File: config.mk
export PLATFORM = sky130hd
export DESIGN_NAME = laplacian_stream
export DESIGN_NICKNAME = d
export VERILOG_FILES = /design/src/rtl/laplacian_pkg.sv /design/src/rtl/line_buffer.sv /design/src/rtl/laplacian_stream.sv
export SDC_FILE = /design/constraint.sdc
export NUM_CORES = 2
export LEC_CHECK = 0
export ABC_AREA = 1
export CAP_MARGIN = 20
export CORE_UTILIZATION = 56
export DETAILED_ROUTE_END_ITERATION = 6
export GPL_ROUTABILITY_DRIVEN = 1
export PLACE_DENSITY = 0.74
export SETUP_SLACK_MARGIN = 0.1
export SLEW_MARGIN = 20
export SYNTH_ARGS = -nofsm -noshare
export SYNTH_HDL_FRONTEND = slang
export SYNTH_SLANG_ARGS = --single-unit
File: constraint.sdc
create_clock -name clk_i -period 67.9 [get_ports clk_i]
set_input_delay 6.79 -clock clk_i [delete_from_list [all_inputs] [get_ports clk_i]]
set_output_delay 6.79 -clock clk_i [all_outputs]
set_load 0.05 [all_outputs]
File: src/rtl/laplacian_pkg.sv
// Shared types and constants for the streaming 3x3 Laplacian filter.
package laplacian_pkg;

    typedef enum logic [1:0] {
        IDLE  = 2'd0,
        FILL  = 2'd1,
        RUN   = 2'd2,
        FLUSH = 2'd3
    } lap_state_e;

    localparam logic LAP_MODE4 = 1'b0;   // 4c - (N+S+E+W)
    localparam logic LAP_MODE8 = 1'b1;   // 8c - (all eight neighbours)

    // Centre weights; every neighbour carries weight -1.
    localparam int LAP_W4_CENTRE = 4;
    localparam int LAP_W8_CENTRE = 8;

endpackage

File: src/rtl/line_buffer.sv
// One raster line of delay: shift register that advances once per enable,
// tap is the sample written DEPTH enables ago.
module line_buffer #(
    parameter int DEPTH = 320,
    parameter int WIDTH = 8
) (
    input  logic             clk_i,
    input  logic             shift_en,
    input  logic [WIDTH-1:0] din,
    output logic [WIDTH-1:0] tap
);

    logic [DEPTH-1:0][WIDTH-1:0] sr;

    // shift the line one position per accepted (or flushed) pixel
    always_ff @(posedge clk_i) begin
        if (shift_en)
            sr <= {sr[DEPTH-2:0], din};
    end

    assign tap = sr[DEPTH-1];

endmodule

File: src/rtl/laplacian_stream.sv
// Streaming 3x3 Laplacian edge filter with valid/ready on both sides.
// Optional build macro LAPLACIAN_CLAMP_EN saturates results to 0..2^PIX_W-1.
module laplacian_stream
    import laplacian_pkg::*;
#(
    parameter int IMG_W = 320,
    parameter int IMG_H = 240,
    parameter int PIX_W = 8,
    parameter int OUT_W = PIX_W + 4
) (
    input  logic             clk_i,
    input  logic             rst_i,
    input  logic             mode_i,
    input  logic             in_valid_i,
    output logic             in_ready_o,
    input  logic [PIX_W-1:0] in_data_i,
    output logic             out_valid_o,
    input  logic             out_ready_i,
    output logic [OUT_W-1:0] out_data_o,
    output logic             out_eof_o,
    output logic             busy_o
);

    localparam int CW = $clog2(IMG_W);
    localparam int RW = $clog2(IMG_H);

    lap_state_e state, state_nxt;

    logic [CW-1:0] in_col, out_col;
    logic [RW-1:0] in_row, out_row;
    logic          mode_q;

    // win[row][col]: row 0 = oldest line, col 1 = most recent of the two stored columns
    logic [2:0][1:0][PIX_W-1:0] win;
    logic [PIX_W-1:0] pix_in, tap0, tap1;

    logic out_free, accept, flush_load, load, shift;
    logic in_last, in_has_out, border, out_last;
    logic [OUT_W-1:0] centre_w, edge_sum, corner_sum, raw, res;

    function automatic logic [OUT_W-1:0] ext(input logic [PIX_W-1:0] p);
        return {{(OUT_W-PIX_W){1'b0}}, p};
    endfunction

    assign out_free   = !out_valid_o || out_ready_i;
    assign accept     = in_valid_i && in_ready_o;
    // FLUSH drains the last IMG_W+1 results; stop once the eof result is parked
    assign flush_load = (state == FLUSH) && out_free && !(out_valid_o && out_eof_o);
    assign in_last    = (in_row == RW'(IMG_H-1)) && (in_col == CW'(IMG_W-1));
    // pixel index >= IMG_W+1 completes the window for index - IMG_W - 1
    assign in_has_out = (in_row > RW'(1)) || ((in_row == RW'(1)) && (in_col != '0));
    assign load       = (accept && in_has_out) || flush_load;
    assign shift      = accept || flush_load;
    assign pix_in     = accept ? in_data_i : '0;

    assign border   = (out_row == '0) || (out_row == RW'(IMG_H-1)) ||
                      (out_col == '0) || (out_col == CW'(IMG_W-1));
    assign out_last = (out_row == RW'(IMG_H-1)) && (out_col == CW'(IMG_W-1));

    line_buffer #(.DEPTH(IMG_W), .WIDTH(PIX_W)) u_lb0 (
        .clk_i(clk_i), .shift_en(shift), .din(pix_in), .tap(tap0)
    );
    line_buffer #(.DEPTH(IMG_W), .WIDTH(PIX_W)) u_lb1 (
        .clk_i(clk_i), .shift_en(shift), .din(tap0), .tap(tap1)
    );

    // kernel on the window plus the incoming column; modular arithmetic is exact in OUT_W bits
    always_comb begin
        centre_w   = (mode_q == LAP_MODE8) ? OUT_W'(LAP_W8_CENTRE) : OUT_W'(LAP_W4_CENTRE);
        edge_sum   = ext(win[0][1]) + ext(win[2][1]) + ext(win[1][0]) + ext(tap0);
        corner_sum = ext(win[0][0]) + ext(tap1) + ext(win[2][0]) + ext(pix_in);
        raw        = centre_w * ext(win[1][1]) - edge_sum -
                     ((mode_q == LAP_MODE8) ? corner_sum : '0);
`ifdef LAPLACIAN_CLAMP_EN
        if (raw[OUT_W-1])
            res = '0;
        else if (raw > ext({PIX_W{1'b1}}))
            res = ext({PIX_W{1'b1}});
        else
            res = raw;
`else
        res = raw;
`endif
    end

    // state register
    always_ff @(posedge clk_i) begin
        if (rst_i) state <= IDLE;
        else       state <= state_nxt;
    end

    // next state and handshake outputs
    always_comb begin
        state_nxt  = state;
        in_ready_o = !rst_i && (state != FLUSH) && out_free;
        busy_o     = (state != IDLE);
        case (state)
            IDLE:  if (accept) state_nxt = FILL;
            FILL:  if (accept && in_row == RW'(1) && in_col == CW'(1)) state_nxt = RUN;
            RUN:   if (accept && in_last) state_nxt = FLUSH;
            FLUSH: if (out_valid_o && out_ready_i && out_eof_o) state_nxt = IDLE;
            default: state_nxt = IDLE;
        endcase
    end

    // input raster position and per-frame mode capture
    always_ff @(posedge clk_i) begin
        if (rst_i) begin
            in_col <= '0;
            in_row <= '0;
            mode_q <= LAP_MODE4;
        end else if (accept) begin
            if (state == IDLE) mode_q <= mode_i;
            if (in_col == CW'(IMG_W-1)) begin
                in_col <= '0;
                in_row <= (in_row == RW'(IMG_H-1)) ? '0 : in_row + 1'b1;
            end else begin
                in_col <= in_col + 1'b1;
            end
        end
    end

    // 3x2 window shift registers fed by the line-buffer taps and the incoming pixel
    always_ff @(posedge clk_i) begin
        if (rst_i) begin
            win <= '0;
        end else if (shift) begin
            for (int r = 0; r < 3; r++) win[r][0] <= win[r][1];
            win[0][1] <= tap1;
            win[1][1] <= tap0;
            win[2][1] <= pix_in;
        end
    end

    // output register: holds until taken, borders forced to zero
    always_ff @(posedge clk_i) begin
        if (rst_i) begin
            out_valid_o <= 1'b0;
            out_data_o  <= '0;
            out_eof_o   <= 1'b0;
            out_col     <= '0;
            out_row     <= '0;
        end else if (load) begin
            out_valid_o <= 1'b1;
            out_data_o  <= border ? '0 : res;
            out_eof_o   <= out_last;
            if (out_col == CW'(IMG_W-1)) begin
                out_col <= '0;
                out_row <= (out_row == RW'(IMG_H-1)) ? '0 : out_row + 1'b1;
            end else begin
                out_col <= out_col + 1'b1;
            end
        end else if (out_ready_i) begin
            out_valid_o <= 1'b0;
            out_eof_o   <= 1'b0;
        end
    end

endmodule

# Word-level counts from Yosys, hierarchy flattened

Cells that the tools add are included.

Reduce and logical (&&, ||, !) cells: 35
Magnitude comparators: 1
Eq/ne operators: 14
Mux-type cells: 16
Multipliers: 1
Add/sub/neg operators: 12

Operators by type and width:

| operator                                                      | number |
|---|---|
| two-way mux 8 bit                                             | 3 |
| subtractor 12 x 11 -> 12 bit                                  | 2 |
| adder 10 x 8 -> 11 bit                                        | 2 |
| adder 9 x 8 -> 10 bit                                         | 2 |
| adder 8 x 8 -> 9 bit                                          | 2 |
| adder 9 x 1 -> 9 bit, second input constant                   | 2 |
| == test 9 bit, second input constant                          | 2 |
| two-way mux 9 bit                                             | 2 |
| adder 8 x 1 -> 8 bit, second input constant                   | 2 |
| == test 8 bit, second input constant                          | 2 |
| logical AND 1 bit                                             | 15 |
| multiplier 4 x 8 -> 12 bit                                    | 1 |
| two-way mux 12 bit                                            | 1 |
| two-way mux 11 bit                                            | 1 |
| == test 9 x 1 -> 1 bit, second input constant                 | 1 |
| logical NOT 9 bit                                             | 1 |
| nonzero test 9 bit                                            | 1 |
| == test 8 x 1 -> 1 bit, second input constant                 | 1 |
| greater-than comparator 8 x 1 -> 1 bit, second input constant | 1 |
| logical NOT 8 bit                                             | 1 |
| two-way mux 2 bit                                             | 4 |
| inequality test 2 bit, second input constant                  | 4 |
| one-hot mux 2 bit (4 select lines)                            | 1 |
| logical OR 1 bit                                              | 7 |
| 10 further kinds                                              | 18 |

Input port bits: 13
Logic and storage cells: 734
Output and inout port bits: 16
Bits in registers: 5219

# Logic depth before layout (Yosys ltp)

Word-level depth: 9
Depth in mapped cells: 39
Depth with buffers taken out: 38

# Cells and area by module

From an unflattened synthesis, not the netlist that was laid out.

Cells, all modules: 6103
Area total of the unflattened synthesis: 161019.4 sq um

Modules (own cells, without submodules):

| module           | seq. area each (sq um) | area an instance (sq um) | cells each | times used |
|---|---|---|---|---|
| line_buffer      | 76873.7                | 76933.8                  | 2568       | 2 |
| laplacian_stream | 1981.9                 | 7151.9                   | 967        | 1 |

# Worst setup path after synthesis

No wires, ideal clock.

Path type: input-to-reg
Start: input port out_ready_i
End: register win[1] (netlist bit)
Stages on the path: 6
Buffers on the path: 1
Library setup time: 2253 ps
Data arrival time: 67560 ps
Path slack: -1913 ps
Data required time: 65647 ps
Path through: inv_2 > nand2_1 > nand3_2 > nand2_2 > buf_2 > a21oi_1

Longest elaborated chain between the ends: 4
Elaborated cells between the ends (all ways): 6
Those cells by class: reduce/logical: 6

RTL lines:

| element                              | line                                           | RTL |
|---|---|---|
| start: declaration                   | laplacian_stream.sv:18                         | `input logic out_ready_i,` |
| logical OR 1 bit (*)                 | laplacian_stream.sv:45                         | `assign out_free = !out_valid_o \|\| out_ready_i;` |
| logical AND 1 bit (on tied branches) | laplacian_stream.sv:95, laplacian_stream.sv:48 |  |
| logical AND 1 bit (on tied branches) | laplacian_stream.sv:46, laplacian_stream.sv:48 |  |
| logical OR 1 bit (*)                 | laplacian_stream.sv:53                         | `assign shift = accept \|\| flush_load;` |
| named net shift                      | laplacian_stream.sv:37                         | `logic out_free, accept, flush_load, load, shift;` |
| end: declaration                     | laplacian_stream.sv:34                         | `logic [2:0][1:0][PIX_W-1:0] win;` |

Mark *: on every way through the listed nets, which the timed path passes. The rest lies on a longest branch.
A chain may end at the register's enable or synchronous reset.

# Worst setup path in the final report

Start: input port out_ready_i
End: output port in_ready_o

Longest elaborated chain between the ends: 2

RTL lines:

| element           | line                   | RTL |
|---|---|---|
| logical OR 1 bit  | laplacian_stream.sv:45 |  |
| logical AND 1 bit | laplacian_stream.sv:95 | `in_ready_o = !rst_i && (state != FLUSH) && out_free;` |
| end: declaration  | laplacian_stream.sv:15 | `output logic in_ready_o,` |

Every way passes these cells.

==> metrics.sh <==
OUTCOME='finished with violations'
FAILED_CHECKS='DRC'
SYNTH_FP_NETS=6203
INITIAL_ANTENNA_VIOLATION_COUNT=11
IOS=29
WORST_HOLD_PATH.NUM_CELLS=0
CRIT-REG2REG-LAUNCH='state[0]'
VIOLATION_COUNT_AFTER_THE_FIRST_DETAILED_ROUTE_ITERATION=5760
YS_DOMINANT_REG_CELL='sky130_fd_sc_hd__edfxtp_1'
PLACEMENT.SETUP.WORST_SLACK_NS=52.25
HOLD_PATH_START='u_lb1.sr[2240]'
FF2FF_PATH_DEPTH=11
FIN_CRIT_NS=15.19
MAX_CAP_VIOLATIONS=0
IR_WORST_VDD_mV=0.0325
DIE_Y_UM=538
CRITICAL_PATH_CLASS='in2out'
WORST_PATH_MAX_DELAY_CELL='sky130_fd_sc_hd__clkdlybuf4s50_1'
DESIGN.FINAL.NETS=6721
MAX_STAGE_DELAY_NS=0.79
GRT.OVERFLOW.TOTAL=0
DIEWIDTH_UM=538
CTSHTREEMAXLEVEL=5
FMAXACHIEVABLE_MHz=65.8
FIRST_GLOBAL_VIAS=57011
WORSTPATHREQUIRED_NS=61.11
SYNTH-SEQ-AREA-SHARE_PCT=96.8
DPL.HPWL_UM=88200
SYNTH-EDFF-COUNT=5120
YOSYS-TOP-CELLS-AREA='sky130_fd_sc_hd__edfxtp_1 96%, sky130_fd_sc_hd__dfxtp_1 1.2%, sky130_fd_sc_hd__fa_1 0.67%'
SYNTH.DISTINCT_CELLS=43
DETAIL-ROUTE-ANTENNA-NETS=0
LEAKAGEPOWER_uW=0.0593
FINAL_MIN_PERIOD_OVER_CLOCK_PERIOD_PCT=22.4
GP_ROUTABILITY_CONGESTION=0.767
NUM-FILL-CELLS=17423
NUMBER_OF_BUFFERS_CREATED_BY_CTS=460
TRITONCTS='built'
WORSTHOLDPATHTYPE='reg2reg'
CRITICAL_PATH_BUF_INV_COUNT=4
DRIVE_ABOVE_1_SHARE_PCT=10.7
SYN2LAYOUT_AREA_GROWTH_PCT=12.7
DIE_AREA_UM2=289000
MAX_SLEW_MARGIN_PCT=24.3
SETUP_TNS_FINAL_NS=0
LAYOUT.CORE_UTILIZATION_PCT=63.5
ROW_COUNT=196
DRV_SLEW=0
IO_BUFFERS=28
R2R_SLACK_NS=59.22
DR.PASS1.ITERS=7
MAXIMUM_CLOCK_INSERTION_BUFFER_COUNT=4
WORSTPATHARRIVAL_NS=8.40
SYNTH_ASYNC_SR_FLOP_SHARE_PCT=0
INITIAL_UTILIZATION_PCT=56.4
VIAS=56444
AVGSYNTHCELLAREA_UM2=26.4
POWER_DENSITY_nW_PER_UM2=41.1
HOLD_END='u_lb1.sr[2248]'
SYNTH_CELLS=6088
MAXIMUM_NUMBER_OF_PINS_ON_ONE_NET_BEFORE_GLOBAL_ROUTE_REPAIR=228
SYNTHESIS.AREA_UM2=161000
ROUTED_WIRE_LENGTH_PER_INSTANCE_UM=22.2
SKEW_NS=0.0625
GRT_SETUP_UNREPAIRED='false'
CRITICAL_PATH.REG2REG.ENDPOINT='u_lb0.sr[268]'
POSTLAYOUTSETUPSLACKWORST_NS=52.71
DRCVIOLATIONCOUNT=2
YOSYSTOPAREACELLSHARE_PCT=95.6
CORE_UM2=285000
TIMING.CRITICAL_PATH.CELLS='clkdlybuf4s50_1 > inv_2 > nand2_1 > nand2_1 > inv_1 > clkdlybuf4s50_1'
START_KIND='input port'
TIMING.CRITICAL_PATH.TO_TYPE='primary output'
POSTROUTEWIRELENGTH_UM=239000
HOLD_VIOL_FINAL=0
DRT-VIAS-PER-INSTANCE=5.25
CRITPATHTOPFAMILY='buffers and inverters'
GRT.TOTAL_USAGE_PCT=16.5
POST-CTS-SETUP-BUFFER-COUNT=0
HOLD_BUFFERS_POST_CTS=0
CTS.SINK_COUNT=5219
POSTSYNTHREGISTERBITS=5219
YS.WARNINGS.COUNT=0
CLK_TRANSITION_REPORTED_PATHS_NS=0.07
CTSROOTBUFFERMASTER='sky130_fd_sc_hd__clkbuf_16'
GRT_PASS1_WL_UM=360000
POST_CTS_RESIZED=0
CLK_LATENCY_NS=0.94
PATH_MAX_FANOUT=4
CELL_TAKING_THE_MOST_AREA_AFTER_SYNTHESIS='sky130_fd_sc_hd__edfxtp_1'
TIGHTESTPINTRANSITION_NS=1.14
SETUP_VIOLATORS_FINAL=0
HOLD_WORST_SLACK_NS=0.355
flip-flops by register name, indices dropped and copies added (netlist names):
signal,cells
state,2
u_lb1.sr,2552
win,48
u_lb0.sr,2552
out_col,9
out_valid_o,1
out_eof_o,1
in_row,8
u_lb0.tap,8
u_lb1.tap,8
mode_q,1
out_row,8
in_col,9
out_data_o,12
where the power goes:
| group | total (µW) | internal [µW] | switching [µW] |
|---|---|---|---|
| sequential | 4400 | 4220 | 182 |
| clock | 2630 | 1460 | 1170 |
| combinational | 421 | 94.8 | 326 |
synth_stat cells, types with 3 or more instances:
| cell type | n |
|---|---|
| sky130_fd_sc_hd__buf_4 | 3 |
| sky130_fd_sc_hd__nand4_1 | 7 |
| sky130_fd_sc_hd__ha_1 | 48 |
| sky130_fd_sc_hd__nand2_1 | 169 |
| sky130_fd_sc_hd__xor2_1 | 9 |
| sky130_fd_sc_hd__buf_2 | 8 |
| sky130_fd_sc_hd__nor3_1 | 9 |
| sky130_fd_sc_hd__nand3_1 | 51 |
| sky130_fd_sc_hd__xnor2_1 | 7 |
| sky130_fd_sc_hd__fa_1 | 54 |
| sky130_fd_sc_hd__nor2_4 | 3 |
| sky130_fd_sc_hd__nor2_2 | 4 |
| sky130_fd_sc_hd__inv_1 | 222 |
| sky130_fd_sc_hd__clkbuf_1 | 10 |
| sky130_fd_sc_hd__o21ai_0 | 48 |
| sky130_fd_sc_hd__edfxtp_1 | 5120 |
| sky130_fd_sc_hd__nor2_1 | 72 |
| sky130_fd_sc_hd__dfxtp_1 | 99 |
| sky130_fd_sc_hd__nor3b_1 | 3 |
| sky130_fd_sc_hd__nand2_2 | 3 |
| sky130_fd_sc_hd__buf_6 | 5 |
| sky130_fd_sc_hd__nand2_4 | 3 |
| sky130_fd_sc_hd__a21oi_1 | 99 |
| sky130_fd_sc_hd__or2_2 | 5 |
| sky130_fd_sc_hd__inv_2 | 4 |
cell type report:
cell class	instances	area (µm²)	share of cell area, %
Inverter	228	857	0.473
Multi-Input combinational cell	613	4150	2.29
Timing Repair Buffer	84	846	0.467
Clock inverter	281	2900	1.60
Tap cell	3762	4710	2.60
Clock buffer	561	12100	6.66
Antenna cell	4	10.0	0.00552
Sequential cell	5219	156000	85.9
how the worst max path moves through the flow:
stage | from | end | cells past startpoint
5_1_grt | out_ready_i | in_ready_o | 6
3_3_place_gp | out_ready_i | u_lb0.sr[290] | 12
4_1_cts | out_ready_i | in_ready_o | 6
6_report | out_ready_i | in_ready_o | 6
3_5_place_dp | out_ready_i | u_lb0.sr[268] | 12
2_1_floorplan | out_ready_i | win[1] | 6
cells by family (layout without fill, tap and decap cells):
family                     Yosys count  in the layout  synth area share [%]
DFF                               5219           5219                  96.8
and+or+nand+nor                    339            339                 0.942
buffers and inverters              256           1154                 0.642
AOI/OAI and AO/OA                  156            156                 0.497
adders and majority gates          102            102                  1.05
xor gates and xnor gates            16             16                0.0871
other                                0              4                     0
metal layers:
| layer | part of all wire [%] | global-route usage (%) |
|---|---|---|
| met2 | 48 | 25.6 |
| met1 | 45 | 24.5 |
| met5 | 0 | 0 |
| met4 | 2.4 | 4.98 |
| met3 | 4.7 | 2.78 |
metrics by stage:
stage               total power, µW  std cells  area [µm²]
finish                         7450      10752      181000
global route                   7740      10752      181000
CTS                            7540      10746      181000
detailed placement             4840       9904      166000
global placement               4830       9904      166000
floorplan                      5350       6088      161000
layout by cell type (no fill, tap or decap), types with 4 or more instances in the layout:
| master | count |
|---|---|
| sky130_fd_sc_hd__or2_2 | 5 |
| sky130_fd_sc_hd__clkinv_1 | 98 |
| sky130_fd_sc_hd__inv_1 | 222 |
| sky130_fd_sc_hd__clkinv_2 | 79 |
| sky130_fd_sc_hd__buf_4 | 41 |
| sky130_fd_sc_hd__inv_16 | 4 |
| sky130_fd_sc_hd__clkbuf_16 | 464 |
| sky130_fd_sc_hd__nor2_1 | 72 |
| sky130_fd_sc_hd__xor2_1 | 9 |
| sky130_fd_sc_hd__nor2_2 | 4 |
| sky130_fd_sc_hd__buf_6 | 6 |
| sky130_fd_sc_hd__nor3_1 | 9 |
| sky130_fd_sc_hd__buf_12 | 7 |
| sky130_fd_sc_hd__edfxtp_1 | 5120 |
| sky130_fd_sc_hd__o21ai_0 | 48 |
| sky130_fd_sc_hd__bufinv_16 | 50 |
| sky130_fd_sc_hd__clkinv_4 | 5 |
| sky130_fd_sc_hd__clkinv_16 | 5 |
| sky130_fd_sc_hd__nand2_1 | 169 |
| sky130_fd_sc_hd__inv_2 | 4 |
| sky130_fd_sc_hd__nand4_1 | 7 |
| sky130_fd_sc_hd__ha_1 | 48 |
| sky130_fd_sc_hd__diode_2 | 4 |
| sky130_fd_sc_hd__clkdlybuf4s50_1 | 27 |
| sky130_fd_sc_hd__xnor2_1 | 7 |
| sky130_fd_sc_hd__clkbuf_1 | 87 |
| sky130_fd_sc_hd__clkbuf_8 | 10 |
| sky130_fd_sc_hd__nand3_1 | 51 |
| sky130_fd_sc_hd__a21oi_1 | 99 |
| sky130_fd_sc_hd__fa_1 | 54 |
| sky130_fd_sc_hd__dfxtp_1 | 99 |
| sky130_fd_sc_hd__clkinvlp_4 | 25 |
| sky130_fd_sc_hd__inv_6 | 11 |
Note: power is estimated with default switching activity, not from simulation.
